File: src/rtl/mc_seq_ctrl_ws.sv
// Multi-cycle MIPS control sequencer with memory wait states and a registered exception cause.
// Optional memory-timeout watchdog is compiled in with `define SEQ_MEM_TIMEOUT_EN.
module mc_seq_ctrl_ws #(
    parameter int TIMEOUT_CYCLES = 16
) (
    input  logic       CLK,
    input  logic       RST,
    input  logic [5:0] Opcode,
    input  logic [5:0] Funct,
    input  logic       OF_OUT,
    input  logic       BF_OUT,
    input  logic       MEM_READY,
    output logic       PC_EN,
    output logic [2:0] PC_SEL,
    output logic       IorD,
    output logic       MEM_OE,
    output logic       MEM_WS,
    output logic       IR_EN,
    output logic [1:0] Reg_Dest,
    output logic [2:0] MEMtoREG,
    output logic       REG_WS,
    output logic       SIGNEXT_SEL,
    output logic       ALU_SEL1,
    output logic [2:0] ALU_SEL2,
    output logic [2:0] ALU_OP,
    output logic       PCWrite_BEQ,
    output logic       PCWrite_BNE,
    output logic       EPC_EN,
    output logic       CAUSE_EN,
    output logic [1:0] CAUSE_CODE,
    output logic [3:0] STATE
);

    typedef enum logic [3:0] {
        S_FETCH    = 4'd0,
        S_DECODE   = 4'd1,
        S_EXEC_R   = 4'd2,
        S_WB_R     = 4'd3,
        S_EXEC_I   = 4'd4,
        S_WB_I     = 4'd5,
        S_MEM_ADDR = 4'd6,
        S_MEM_RD   = 4'd7,
        S_LOAD_WB  = 4'd8,
        S_MEM_WR   = 4'd9,
        S_BRANCH   = 4'd10,
        S_JUMP     = 4'd11,
        S_JUMPR    = 4'd12,
        S_EXC      = 4'd13
    } state_t;

    state_t     state, state_nx;
    logic [1:0] cause_q, cause_nx;
    logic       in_mem;
    logic       timeout;

    if (TIMEOUT_CYCLES < 1) begin : g_bad_timeout
        $error("TIMEOUT_CYCLES must be at least 1");
    end

    // Memory handshake: a strobe (MEM_OE/MEM_WS) is raised in FETCH, MEM_RD or MEM_WR and held
    // steady; the access completes in the first cycle MEM_READY is high, and MEM_READY is ignored elsewhere.
    assign in_mem = (state == S_FETCH) || (state == S_MEM_RD) || (state == S_MEM_WR);

`ifdef SEQ_MEM_TIMEOUT_EN
    localparam int CW = $clog2(TIMEOUT_CYCLES + 1);
    logic [CW-1:0] wait_cnt;

    always_ff @(posedge CLK) begin
        if (RST)
            wait_cnt <= '0;
        else if (in_mem && !MEM_READY)
            wait_cnt <= wait_cnt + CW'(1);
        else
            wait_cnt <= '0;
    end

    // Fires in the last permitted wait cycle, so the access gets exactly TIMEOUT_CYCLES wait cycles.
    assign timeout = in_mem && !MEM_READY && (wait_cnt == CW'(TIMEOUT_CYCLES - 1));
`else
    assign timeout = 1'b0;
`endif

    always_ff @(posedge CLK) begin
        if (RST) begin
            state   <= S_FETCH;
            cause_q <= 2'b00;
        end else begin
            state <= state_nx;
            if (state_nx == S_EXC)
                cause_q <= cause_nx;
        end
    end

    always_comb begin
        state_nx    = state;
        cause_nx    = cause_q;
        PC_EN       = 1'b0;
        PC_SEL      = 3'b000;
        IorD        = 1'b0;
        MEM_OE      = 1'b0;
        MEM_WS      = 1'b0;
        IR_EN       = 1'b0;
        Reg_Dest    = 2'b00;
        MEMtoREG    = 3'b000;
        REG_WS      = 1'b0;
        SIGNEXT_SEL = 1'b0;
        ALU_SEL1    = 1'b0;
        ALU_SEL2    = 3'b000;
        ALU_OP      = 3'b000;
        PCWrite_BEQ = 1'b0;
        PCWrite_BNE = 1'b0;
        EPC_EN      = 1'b0;
        CAUSE_EN    = 1'b0;
        if (!RST) begin
            case (state)
                S_FETCH: begin
                    MEM_OE   = 1'b1;
                    ALU_SEL2 = 3'b001;
                    IR_EN    = MEM_READY;
                    PC_EN    = MEM_READY;
                    if (MEM_READY)
                        state_nx = S_DECODE;
                    else if (timeout) begin
                        state_nx = S_EXC;
                        cause_nx = 2'b10;
                    end
                end
                S_DECODE: begin
                    ALU_SEL2    = 3'b011;
                    SIGNEXT_SEL = 1'b1;
                    case (Opcode)
                        6'b000000: state_nx = (Funct == 6'b001000) ? S_JUMPR : S_EXEC_R;
                        6'b000010: state_nx = S_JUMP;
                        6'b000100, 6'b000101: state_nx = S_BRANCH;
                        6'b001000, 6'b001001, 6'b001010,
                        6'b001100, 6'b001101, 6'b001110: state_nx = S_EXEC_I;
                        6'b100011, 6'b101011: state_nx = S_MEM_ADDR;
                        default: begin
                            state_nx = S_EXC;
                            cause_nx = 2'b01;
                        end
                    endcase
                end
                S_EXEC_R: begin
                    ALU_SEL1 = 1'b1;
                    ALU_OP   = 3'b010;
                    // Invalid-operation outranks overflow; only the trapping add/sub (Funct[0]==0) overflow.
                    if (BF_OUT) begin
                        state_nx = S_EXC;
                        cause_nx = 2'b01;
                    end else if (OF_OUT && !Funct[0]) begin
                        state_nx = S_EXC;
                        cause_nx = 2'b00;
                    end else
                        state_nx = S_WB_R;
                end
                S_WB_R: begin
                    Reg_Dest = 2'b01;
                    REG_WS   = 1'b1;
                    state_nx = S_FETCH;
                end
                S_EXEC_I: begin
                    ALU_SEL1    = 1'b1;
                    ALU_SEL2    = 3'b010;
                    SIGNEXT_SEL = !Opcode[2];
                    case (Opcode)
                        6'b001010: ALU_OP = 3'b011;
                        6'b001100: ALU_OP = 3'b100;
                        6'b001101: ALU_OP = 3'b101;
                        6'b001110: ALU_OP = 3'b110;
                        default:   ALU_OP = 3'b000;
                    endcase
                    if (OF_OUT && Opcode == 6'b001000) begin
                        state_nx = S_EXC;
                        cause_nx = 2'b00;
                    end else
                        state_nx = S_WB_I;
                end
                S_WB_I: begin
                    REG_WS   = 1'b1;
                    state_nx = S_FETCH;
                end
                S_MEM_ADDR: begin
                    ALU_SEL1    = 1'b1;
                    ALU_SEL2    = 3'b010;
                    SIGNEXT_SEL = 1'b1;
                    state_nx    = Opcode[3] ? S_MEM_WR : S_MEM_RD;
                end
                S_MEM_RD: begin
                    IorD   = 1'b1;
                    MEM_OE = 1'b1;
                    if (MEM_READY)
                        state_nx = S_LOAD_WB;
                    else if (timeout) begin
                        state_nx = S_EXC;
                        cause_nx = 2'b10;
                    end
                end
                S_LOAD_WB: begin
                    MEMtoREG = 3'b001;
                    REG_WS   = 1'b1;
                    state_nx = S_FETCH;
                end
                S_MEM_WR: begin
                    IorD   = 1'b1;
                    MEM_WS = 1'b1;
                    if (MEM_READY)
                        state_nx = S_FETCH;
                    else if (timeout) begin
                        state_nx = S_EXC;
                        cause_nx = 2'b10;
                    end
                end
                S_BRANCH: begin
                    ALU_SEL1    = 1'b1;
                    ALU_OP      = 3'b001;
                    PC_SEL      = 3'b001;
                    PCWrite_BEQ = !Opcode[0];
                    PCWrite_BNE = Opcode[0];
                    state_nx    = S_FETCH;
                end
                S_JUMP: begin
                    PC_EN    = 1'b1;
                    PC_SEL   = 3'b010;
                    state_nx = S_FETCH;
                end
                S_JUMPR: begin
                    PC_EN    = 1'b1;
                    PC_SEL   = 3'b011;
                    state_nx = S_FETCH;
                end
                S_EXC: begin
                    EPC_EN   = 1'b1;
                    CAUSE_EN = 1'b1;
                    PC_EN    = 1'b1;
                    PC_SEL   = 3'b100;
                    state_nx = S_FETCH;
                end
                default: begin
                    state_nx = S_EXC;
                    cause_nx = 2'b01;
                end
            endcase
        end
    end

    assign STATE      = RST ? 4'd0 : state;
    assign CAUSE_CODE = RST ? 2'b00 : cause_q;

endmodule

File: config.mk
export PLATFORM = sky130hd
export DESIGN_NAME = mc_seq_ctrl_ws
export DESIGN_NICKNAME = d
export VERILOG_FILES = /design/src/rtl/mc_seq_ctrl_ws.sv
export SDC_FILE = /design/constraint.sdc
export NUM_CORES = 1
export LEC_CHECK = 0
export ABC_CLOCK_PERIOD_IN_PS = 3100
export BUFFER_PORTS_ARGS = -buffer_cell sky130_fd_sc_hd__buf_4
export CAP_MARGIN = 10
export CORE_MARGIN = 4
export CORE_UTILIZATION = 48
export CTS_CLUSTER_DIAMETER = 150
export DETAILED_ROUTE_END_ITERATION = 8
export PLACE_DENSITY = 0.85
export SLEW_MARGIN = 25
export SYNTH_ARGS = -nofsm -noshare
export SYNTH_HDL_FRONTEND = slang
export SYNTH_SLANG_ARGS = --single-unit
File: constraint.sdc
create_clock -name CLK -period 3.1 [get_ports CLK]
set_clock_uncertainty 0.05 [all_clocks]
set_input_delay 0.465 -clock CLK [delete_from_list [all_inputs] [get_ports CLK]]
set_output_delay 0.465 -clock CLK [all_outputs]
set_load 0.01 [all_outputs]
==> out/results.tsv <==
stage	metric	value	unit
synthesis	Yosys reg bits	5	
detailed_routing	via count	1165	
final_layout	most frequent cells in the layout	buf_4 (43), nor2_1 (23), nand2_1 (18)	
final_layout	fillcell total	183	
critical_path	required time worst endpoint	2.58	ns
grt	pin count of the biggest net entering global routing	21	
detailed_routing	vias per cell	5.68	
clocking	number of buffers created by CTS	3	
final_layout	Post-Layout Cell Count	205	
timing	Slew HR	62.0	%
placed_design	DP Area	0.00116	mm^2
die	Core Area	0.00175	mm^2
final_layout	share of layout cells above drive strength 1	29.4	%
critical_path	CP endpoint kind	primary output	
die	Placement Rows	15	
timing	Final period util	83.7	%
die	die height	51.3	um
die	Initial Utilization	51.5	%
critical_path	Crit path largest cell delay	0.68	ns
min_path	worst hold path type	reg2reg	
synthesis	sequential fraction of the synthesis area	11.1	%
critical_path	worst reg-to-reg path cell count	5	
die	Ports	49	
clocking	Num Clock Sinks	5	
placed_design	# placed instances	201	
detailed_routing	drt drc	0	
power_and_ir_drop	PwrDens	355	mW/mm^2
clocking	H-tree depth	1	
critical_path	RR Endpoint	cause_q[0]	
status	status	finished, final reports clean	
timing	Sum Neg Setup Slack	0	ns
placed_design	Port Buffers	43	
grt	first-pass GRT wire length	4.23	mm
clocking	Clk Latency, worst-skew pair	0.26	ns
timing	final hold vios	0	
timing	final setup fails	0	
grt	number of global-route vias before repair	1013	
power_and_ir_drop	Worst VDD drop	0.000313	V
power_and_ir_drop	Lkg Pwr	0.000558	uW
final_layout	Post-layout nets	198	
detailed_routing	initial detailed-routing violation count	44	
clocking	root buf cell	clkbuf_4	
die	Die X	51.3	um
final_layout	P&R area growth vs syn	31.7	%
clocking	CTS tree	yes	
timing	Fmax	385	MHz
power_and_ir_drop	sequential power share	26.2	%
grt	Total Routing Usage GR	20.8	%
flow_run	Max-Cap Viols	0	
power_and_ir_drop	Clock power frac	18.9	%
detailed_routing	iteration count of the initial detailed-routing pass	4	
synthesis	library cells used by synthesis	44	
critical_path	path type of the worst setup path	reg2out	
grt	total gr overflow	0	
synthesis	Syn Std Cell Area	900	um^2
power_and_ir_drop	Tot Pwr	420	uW
clocking	Post-CTS Resized	0	
final_layout	Ant. Diodes	0	
die	Die Footprint	0.00263	mm^2
synthesis	Ys Warns	0	
final_layout	post-route cell area	0.00118	mm^2
critical_path	cell chain of the critical path	nor2b_1 > nand2_1 > nor2_1 > and2_1 > and3_1 > buf_4	
synthesis	synthesized area per cell	6.08	um^2
critical_path	Setup crit end	ALU_OP[2]	
timing	minimum clock period	2.59	ns
final_layout	Storage cell area	100	um^2
detailed_routing	Routed Antenna Nets	0	
power_and_ir_drop	Int Power	229	uW
synthesis	Mapped Cells	148	
critical_path	crit-path max FO	18	
final_layout	multi-input logic area	669	um^2
critical_path	FF-to-FF Start	state[0]	
critical_path	flop-to-flop setup slack	1.25	ns
timing	Final Max Slew Viols	0	
clocking	clock slew at reported path FFs	0.05	ns
placed_design	HPWL after DPL	2.08	mm
clocking	Post-CTS Setup Bufs	0	
clocking	hold_buf cts	0	
power_and_ir_drop	Net Switching	191	uW
power_and_ir_drop	Combinational Power Share	54.8	%
final_layout	most common cell after layout, fill and taps aside	buf_4	
critical_path	Critical-path top delay cell	dfxtp_1	
detailed_routing	wire length after detailed routing	2.71	mm
critical_path	arrival time at the worst endpoint	2.08	ns
clocking	CTS Buffer Depth	2	
power_and_ir_drop	sw frac	45.4	%
timing	RSZ-0062 raised after global routing	false	
grt	initial antenna violation count	0	
timing	Slew @ Worst Pin	0.569	ns
critical_path	crit path launch	state[2]	
critical_path	startpoint types	flop	
detailed_routing	WL per Instance	13.2	um
placed_design	Placer Congestion	0.900	
-- state kept, by name, summed over array words and instances (netlist names) --
name     count
cause_q      1
state        4
-- per-stage QoR --
stage	util (%)	hold WS, ns	setup slack [ns]
2_1_floorplan	-	0.396	1.24
3_3_place_gp	66.3	0.409	0.937
3_5_place_dp	66.3	0.422	0.848
4_1_cts	67.9	0.429	0.555
5_1_grt	67.9	0.478	0.375
6_report	67.9	0.426	0.505
-- metal layers --
metal,vias to the layer above,track usage [%],wire (um)
met3,10,4.96,321
met1,504,23.0,1060
met4,0,10.9,78
met2,82,36.3,1250
li1,569,-,-
met5,-,0,0
-- worst min-delay path by stage --
stage / cells after the start / from / endpoint / slack [ns]
2_1_floorplan: 2 / cause_q[0] / cause_q[0] / 0.40
5_1_grt: 2 / cause_q[0] / cause_q[0] / 0.48
6_report: 2 / cause_q[0] / cause_q[0] / 0.43
4_1_cts: 2 / cause_q[0] / cause_q[0] / 0.43
3_3_place_gp: 2 / cause_q[0] / cause_q[0] / 0.41
3_5_place_dp: 2 / cause_q[0] / cause_q[0] / 0.42
-- critical path: cells and delay by family, from the launching register on --
kind / cells / cell delay, ns
and+or+nand+nor: 5 / 1.03
DFF: 1 / 0.68
buffers and inverters: 1 / 0.12
-- logic make-up (layout without fill, tap and decap cells) --
| family | Yosys count | count (layout) | share of synthesized area (%) |
|---|---|---|---|
| AOI/OAI and AO/OA | 39 | 39 | 30.3 |
| xor gates and xnor gates | 1 | 1 | 0.974 |
| buffers and inverters | 28 | 56 | 16.1 |
| DFF | 5 | 5 | 11.1 |
| muxes | 2 | 2 | 2.23 |
| other | 1 | 5 | 0.417 |
| and+or+nand+nor | 72 | 72 | 38.8 |
-- cells in the mapped netlist (all sizes together) --
library cell	instances	share of area, %
o211ai	2	2.2
mux2i	2	2.2
a41oi	1	0.97
nand3	5	2.8
nand4b	2	1.9
o311a	1	1.1
nand2	18	7.5
buf	15	11
nor3	10	6.1
a21bo	1	1.1
nor4b	1	0.97
xnor2	1	0.97
inv	9	3.8
o22ai	1	0.70
nor2	23	9.6
o31ai	1	0.83
a21o	1	0.83
nor4	1	0.70
o32a	1	1.1
o32ai	1	0.97
a211oi	3	2.5
nand2b	3	2.1
o311ai	1	0.97
nor2b	3	2.1
or2	1	0.70
a31oi	4	2.8
a41o	1	1.1
clkbuf	4	1.7
and2	2	1.4
a2111o	1	1.3
a21boi	1	0.83
conb	1	0.42
a21oi	10	6.0
and3	2	1.4
o21ai	6	3.3
or4b	1	1.5
o21a	2	1.7
dfxtp	5	11
-- final cells by class --
class / instances / share of cell area, %
Tap cell: 25 / 2.64
Inverter: 9 / 2.85
Multi-Input combinational cell: 119 / 56.5
Clock buffer: 3 / 1.90
Clock inverter: 1 / 0.422
Sequential cell: 5 / 8.45
Timing Repair Buffer: 43 / 27.2
-- power groups by stage --
stage / clock network, uW / registers, uW / logic [uW]
3_5_place_dp: 0 / 110 / 228
3_3_place_gp: 0 / 109 / 225
4_1_cts: 82.7 / 109 / 230
5_1_grt: 90.7 / 113 / 253
2_1_floorplan: 0 / 82.1 / 184
6_report: 79.6 / 110 / 230
No activity file was read; power rests on OpenSTA's default activity.
